File: src/rtl/imm_decode_stage.sv
// Immediate-generation stage: decodes RV32I/RV64I immediates and PC-relative targets,
// buffered by an output register plus one skid register with valid/ready handshakes.
module imm_decode_stage #(
  parameter int XLEN  = 64,
  parameter int CNT_W = 16
) (
  input  logic             clk,
  input  logic             rst_n,
  input  logic             flush,
  input  logic             in_valid,
  output logic             in_ready,
  input  logic [31:0]      in_instr,
  input  logic [XLEN-1:0]  in_pc,
  output logic             out_valid,
  input  logic             out_ready,
  output logic [XLEN-1:0]  out_imm,
  output logic [XLEN-1:0]  out_target,
  output logic [2:0]       out_fmt,
  output logic             out_illegal,
  output logic [CNT_W-1:0] illegal_cnt
);

  typedef enum logic [2:0] {
    FMT_R   = 3'd0,
    FMT_I   = 3'd1,
    FMT_S   = 3'd2,
    FMT_B   = 3'd3,
    FMT_U   = 3'd4,
    FMT_J   = 3'd5,
    FMT_ILL = 3'd7
  } fmt_e;

  typedef struct packed {
    logic [XLEN-1:0] imm;
    logic [XLEN-1:0] target;
    fmt_e            fmt;
    logic            illegal;
  } res_t;

  localparam bit IS64 = (XLEN == 64);

  function automatic logic [XLEN-1:0] sext32(input logic [31:0] v);
    logic [XLEN-1:0] r;
    r       = {XLEN{v[31]}};
    r[31:0] = v;
    return r;
  endfunction

  logic [6:0]      opcode;
  logic [2:0]      funct3;
  logic            shift_op;
  logic [XLEN-1:0] i_imm;
  logic [XLEN-1:0] shamt_imm;
  logic [XLEN-1:0] dec_imm;
  fmt_e            dec_fmt;
  res_t            dec_res;

  assign opcode   = in_instr[6:0];
  assign funct3   = in_instr[14:12];
  assign shift_op = (funct3 == 3'b001) || (funct3 == 3'b101);
  assign i_imm    = sext32({{20{in_instr[31]}}, in_instr[31:20]});

  always_comb begin
    dec_imm   = '0;
    dec_fmt   = FMT_ILL;
    shamt_imm = '0;
    // Shamt width follows XLEN; funct7 selector bits never leak into the immediate
    shamt_imm[5:0] = IS64 ? in_instr[25:20] : {1'b0, in_instr[24:20]};
    case (opcode)
      7'b0110011: dec_fmt = FMT_R;
      7'b0111011: if (IS64) dec_fmt = FMT_R;
      7'b0010011: begin
        dec_fmt = FMT_I;
        dec_imm = shift_op ? shamt_imm : i_imm;
      end
      7'b0011011: if (IS64) begin
        dec_fmt = FMT_I;
        dec_imm = shift_op ? XLEN'(in_instr[24:20]) : i_imm;
      end
      7'b0000011, 7'b1100111, 7'b1110011: begin
        dec_fmt = FMT_I;
        dec_imm = i_imm;
      end
      7'b0100011: begin
        dec_fmt = FMT_S;
        dec_imm = sext32({{20{in_instr[31]}}, in_instr[31:25], in_instr[11:7]});
      end
      7'b1100011: begin
        dec_fmt = FMT_B;
        dec_imm = sext32({{19{in_instr[31]}}, in_instr[31], in_instr[7],
                          in_instr[30:25], in_instr[11:8], 1'b0});
      end
      7'b0110111, 7'b0010111: begin
        dec_fmt = FMT_U;
        dec_imm = sext32({in_instr[31:12], 12'b0});
      end
      7'b1101111: begin
        dec_fmt = FMT_J;
        dec_imm = sext32({{11{in_instr[31]}}, in_instr[31], in_instr[19:12],
                          in_instr[20], in_instr[30:21], 1'b0});
      end
      default: dec_fmt = FMT_ILL;
    endcase
    dec_res.imm     = dec_imm;
    dec_res.target  = in_pc + dec_imm;
    dec_res.fmt     = dec_fmt;
    dec_res.illegal = (dec_fmt == FMT_ILL);
  end

  logic             or_valid_q, or_valid_d;
  logic             sr_valid_q, sr_valid_d;
  res_t             or_q, or_d;
  res_t             sr_q, sr_d;
  logic [CNT_W-1:0] cnt_q, cnt_d;
  logic             accept;
  logic             xfer;

  assign in_ready = !sr_valid_q;
  assign accept   = in_valid && !sr_valid_q;
  assign xfer     = or_valid_q && out_ready;

  always_comb begin
    or_valid_d = or_valid_q;
    sr_valid_d = sr_valid_q;
    or_d       = or_q;
    sr_d       = sr_q;
    cnt_d      = cnt_q;
    if (xfer && or_q.illegal && (cnt_q != '1)) cnt_d = cnt_q + CNT_W'(1);
    if (flush) begin
      or_valid_d = 1'b0;
      sr_valid_d = 1'b0;
    end else if (xfer) begin
      // in_ready is low whenever SR is full, so SR refill and accept never coincide
      if (sr_valid_q) begin
        or_d       = sr_q;
        sr_valid_d = 1'b0;
      end else if (accept) begin
        or_d = dec_res;
      end else begin
        or_valid_d = 1'b0;
      end
    end else if (accept) begin
      if (!or_valid_q) begin
        or_d       = dec_res;
        or_valid_d = 1'b1;
      end else begin
        sr_d       = dec_res;
        sr_valid_d = 1'b1;
      end
    end
  end

  always_ff @(posedge clk or negedge rst_n) begin
    if (!rst_n) begin
      or_valid_q <= 1'b0;
      sr_valid_q <= 1'b0;
      or_q       <= '0;
      sr_q       <= '0;
      cnt_q      <= '0;
    end else begin
      or_valid_q <= or_valid_d;
      sr_valid_q <= sr_valid_d;
      or_q       <= or_d;
      sr_q       <= sr_d;
      cnt_q      <= cnt_d;
    end
  end

  assign out_valid   = or_valid_q;
  assign out_imm     = or_q.imm;
  assign out_target  = or_q.target;
  assign out_fmt     = or_q.fmt;
  assign out_illegal = or_q.illegal;
  assign illegal_cnt = cnt_q;

endmodule

File: config.mk
export PLATFORM = sky130hd
export DESIGN_NAME = imm_decode_stage
export DESIGN_NICKNAME = d
export VERILOG_FILES = /design/src/rtl/imm_decode_stage.sv
export SDC_FILE = /design/constraint.sdc
export NUM_CORES = 1
export LEC_CHECK = 0
export CAP_MARGIN = 20
export CORE_UTILIZATION = 54
export DETAILED_ROUTE_END_ITERATION = 8
export PLACE_DENSITY_LB_ADDON = 0.2
export RECOVER_POWER = 100
export SETUP_SLACK_MARGIN = 0.5
export SLEW_MARGIN = 10
export SYNTH_ARGS = -nofsm -noshare
export SYNTH_HDL_FRONTEND = slang
export SYNTH_SLANG_ARGS = --single-unit
File: constraint.sdc
create_clock -name clk -period 2.36 [get_ports clk]
set_clock_uncertainty 0.05 [all_clocks]
set_input_delay 0.708 -clock clk [delete_from_list [all_inputs] [get_ports clk]]
set_output_delay 0.708 -clock clk [all_outputs]
set_load 0.05 [all_outputs]
==> flow_results.org <==
** CTS
- Counting every sink on the clock net gives 218.
- Num CTS Buffers :: 25
- CTS built an H-tree with a depth of 1.
- After clock tree synthesis, the clock-pin slew on the worst setup and hold paths is 60 ps.
- For the worst-skew pair, the clock arrives at the later sink with an insertion delay of around 540 ps.
- In this run the deepest clock path goes through 3 buffers.
- CTS root buf :: clkbuf_16
- Hold_buf cts :: 0
- TritonCTS clock tree :: done

** Yosys
- The share of synthesized area in the top cell type comes to 0.401.
- Total of flip-flops plus latches after synthesis :: 218
- Yosys attributes the largest share of cell area to dfrtp_1, nand2_1, ha_1, a21oi_1, o21ai_0.
- Mean post-synth cell area :: 8.06 um^2
- Dominant synthesized flop cell :: dfrtp_1
- Post-synth EDFFs :: 0
- The Yosys step of the flow raised 0 warnings.
- Summing every instance area after synthesis gives 13600 um^2.
- Gate Count Post-Synth :: 1689
- The share of the Yosys chip area taken by registers is 0.401.
- Counting every net in the synthesized netlist gives between 1500 and 2000.
- Library cell occupying the most area in the post-synthesis netlist :: dfrtp_1
- For this run, asynchronously set or reset flops after synthesis account for 1.00.
- Count of different cell masters after synthesis :: between 60 and 70

** Setup path
- Arrival time of data at the critical path endpoint :: roughly 5200 ps
- For flop-to-flop paths, the worst setup slack is -80 ps.
- In this run the worst path has a maximum fanout of 5.
- For the worst setup path, the data required time is 2770 ps.
- Worst reg2reg endpoint :: illegal_cnt[8]$_DFFE_PN0P_
- The critical path is of the input port to flip-flop type.
- The worst setup path is launched from an input port.
- The startpoint identified for the worst register-to-register timing path is illegal_cnt[7]$_DFFE_PN0P_.
- For the worst flop-to-flop path, the logic depth is 11.
- STA classifies the critical path endpoint as a flip-flop.

** STA
- The hold violation total from the final report was 0.
- For the pin with the worst max-slew slack, the measured transition is 1520 ps.
- The number of max-slew violations in the final report came to 57.
- Worst max-slew margin expressed relative to the limit :: -0.0149
- Period utilization :: 2.04
- Hold timing on the final database bottoms out at a slack of 428 ps.
- Smallest setup slack after layout :: -2450 ps
- Setup repair after global routing could not meet its margin everywhere.
- Setup violations remaining at the end of the flow were counted as 190.
- After layout, the minimum clock period comes to 4810 ps.
- In the final timing run, aggregate negative setup slack is -214100 ps.
- F_max :: 208 MHz

** Power
- Dividing total power by cell area gives a power density of 574 nW/um^2.
- Max IR drop VDD :: 752 uV
- The analysis attributes to cell leakage a power of 10.5 nW.
- Total power of the final layout :: 12.4 mW

** Min path
- Endpoint with the worst hold slack :: sr_q[9]$_DFFE_PN0P_
- Type of the most critical hold path :: flip-flop to flip-flop
- In this run the most critical hold path is launched from sr_q[9]$_DFFE_PN0P_.
- Along the worst hold path, the cell count comes to 2.

** GRT
- The first global-routing pass estimated ~80 mm of wire.
- Entering global routing, the biggest net connects 89 pins.
- The number of antenna violations at the first check in global routing is 1.
- The number of global-route vias before repair came to 15300.
- Global routing finished with a remaining overflow of 0.
- Global-route usage over all layers :: 0.386

** Placement
- Placed standard-cell area :: about 19000 um^2
- Number of buffers added on ports :: 250
- Worst slack, placed :: -3110 ps
- Placed cell count :: 2474
- Routability-driven placement finished with a final weighted congestion of 0.936.
- DPL Wire Length :: 34.3 mm

** Detailed routing
- The count of nets left with antenna violations once routing finished came out at 0.
- Mean routed wirelength per cell :: 22.8 um
- Detailed Routing Iterations Pass 1 :: 6
- After detailed routing, the total wire length is 58.7 mm.
- Across all layers, the routed design uses 16400 vias.
- After the first detailed-routing iteration, the DRC count stood at 2007.
- In the routed layout, each cell is associated on average with a via count of 6.38.
- For this run, design rule violations remaining after detail routing come to 0.

** Outcome
- The run finished, with violations left.
- Violated checks :: capacitance limit, slew limit, setup timing

** Layout
- Post-layout nets :: 2402
- The finished cells cover 21600 um^2.
- Of the cells placed in the final design, the portion with a size suffix greater than 1 is 0.334.
- For this run, the share of the core covered by cells in the final layout is 0.882.
- Finished Layout Cells :: approximately 2600
- Area added between synthesis and finish :: 59.0%

** Die
- The floorplan step defined a die boundary enclosing roughly 26000 um^2.
- The floorplan step set the die height to 161 um.
- Row Count :: 57
- Placeable Area :: 24500 um^2
- Measured along the x axis, the die boundary spans 161 um.
- Starting density of the core :: 0.555
- Total I/O pin count :: 251

** Run
- Max-cap violations in this run came to 1.
## metal layers
layer / wire, um / vias to the layer above / global-route usage / share of wire
met5: 0 / - / 0 / 0
met4: 4460 / 0 / 0.174 / 0.076
met3: 6580 / 438 / 0.0653 / 0.11
met2: 27200 / 1316 / 0.648 / 0.46
met1: 20500 / 7776 / 0.489 / 0.35
li1: - / 6904 / - / -
## flip-flops by register name (all words and copies together) (netlist names)
register	flops
sr_q	100
out_target	64
out_imm	32
illegal_cnt	16
out_fmt	3
out_illegal	1
out_valid	1
sr_valid_q	1
## worst max-delay path, stage by stage
cell	delay, ps
buf_8	110
xor2_1	160
nand3_1	100
a21oi_2	70
a21oi_2	130
nor2_2	60
buf_4	130
or2_4	230
a22oi_2	240
inv_2	100
fa_2	400
a211oi_4	330
o21a_1	280
o22ai_4	120
buf_6	160
o41a_4	450
a31oi_4	260
buf_6	130
o2111a_2	300
o41ai_4	90
xor2_1	230
nand2_1	250
a21oi_2	170
## cell usage after synthesis, drive strengths merged, types with 12 or more instances
| library cell | number |
|---|---|
| a21o | 46 |
| a21oi | 159 |
| a31oi | 41 |
| and3 | 25 |
| buf | 56 |
| clkbuf | 77 |
| dfrtp | 218 |
| ha | 64 |
| inv | 52 |
| nand2 | 356 |
| nand3 | 34 |
| nand4 | 18 |
| nor2 | 135 |
| nor3 | 18 |
| o21a | 18 |
| o21ai | 165 |
| o21bai | 12 |
| xnor2 | 43 |
| xor2 | 33 |
## kinds of logic (layout without fill, tap and decap cells)
kind of cell | count (synthesis) | after routing | synth area share
multiplexers | 6 | 6 | 0.00450
XOR/XNOR | 76 | 76 | 0.0489
adder cells (fa/ha/maj) | 65 | 65 | 0.0603
AND/OR/NAND/NOR | 632 | 633 | 0.197
flip-flops | 218 | 218 | 0.401
other | 0 | 1 | 0
AO/OA/AOI/OAI | 507 | 507 | 0.228
buffers and inverters | 185 | 746 | 0.0610
## power by group
group          internal, mW  switching (mW)  total, mW
clock                  2.27            1.59       3.87
sequential             4.34           0.447       4.79
combinational          1.31            2.45       3.77
## cell type report
class | instances | area, um^2
sequential | 218 | 5460
fill | 1142 | 2900
clock inverter | 6 | 80.1
antenna | 1 | 2.50
timing repair buffer | 652 | 5830
multi-input combinational | 1287 | 8960
inverter | 52 | 199
tap | 324 | 405
clock buffer | 36 | 707
## cell usage in the layout (no fill, tap or decap), types with 35 or more instances in the layout
| cell | instances |
|---|---|
| buf_12 | 51 |
| ha_1 | 35 |
| nor2_1 | 122 |
| o21ai_0 | 101 |
| clkbuf_1 | 44 |
| buf_4 | 353 |
| a21o_1 | 46 |
| a21oi_2 | 44 |
| a31oi_1 | 35 |
| dfrtp_1 | 218 |
| a21oi_1 | 107 |
| o21ai_1 | 42 |
| nand2_1 | 346 |
| clkdlybuf4s50_1 | 150 |
| inv_1 | 47 |
## repair_timing
item,CTS,global route
endpoints found under the setup margin,363,366
buffers inserted,34,23
cloned,2,0
pin swaps,112,104
gates resized for setup,233,203
## how the worst max path moves through the flow
stage,from,end
after floorplan,in_instr[4],sr_q[64]$_DFFE_PN0P_
after global placement,in_instr[2],out_target[59]$_DFFE_PN0P_
after detailed placement,in_instr[2],out_target[59]$_DFFE_PN0P_
after CTS,in_instr[2],out_target[56]$_DFFE_PN0P_
after global routing,in_instr[2],out_target[50]$_DFFE_PN0P_
final,in_instr[2],out_target[50]$_DFFE_PN0P_
Power figures use the tool's default switching activity.
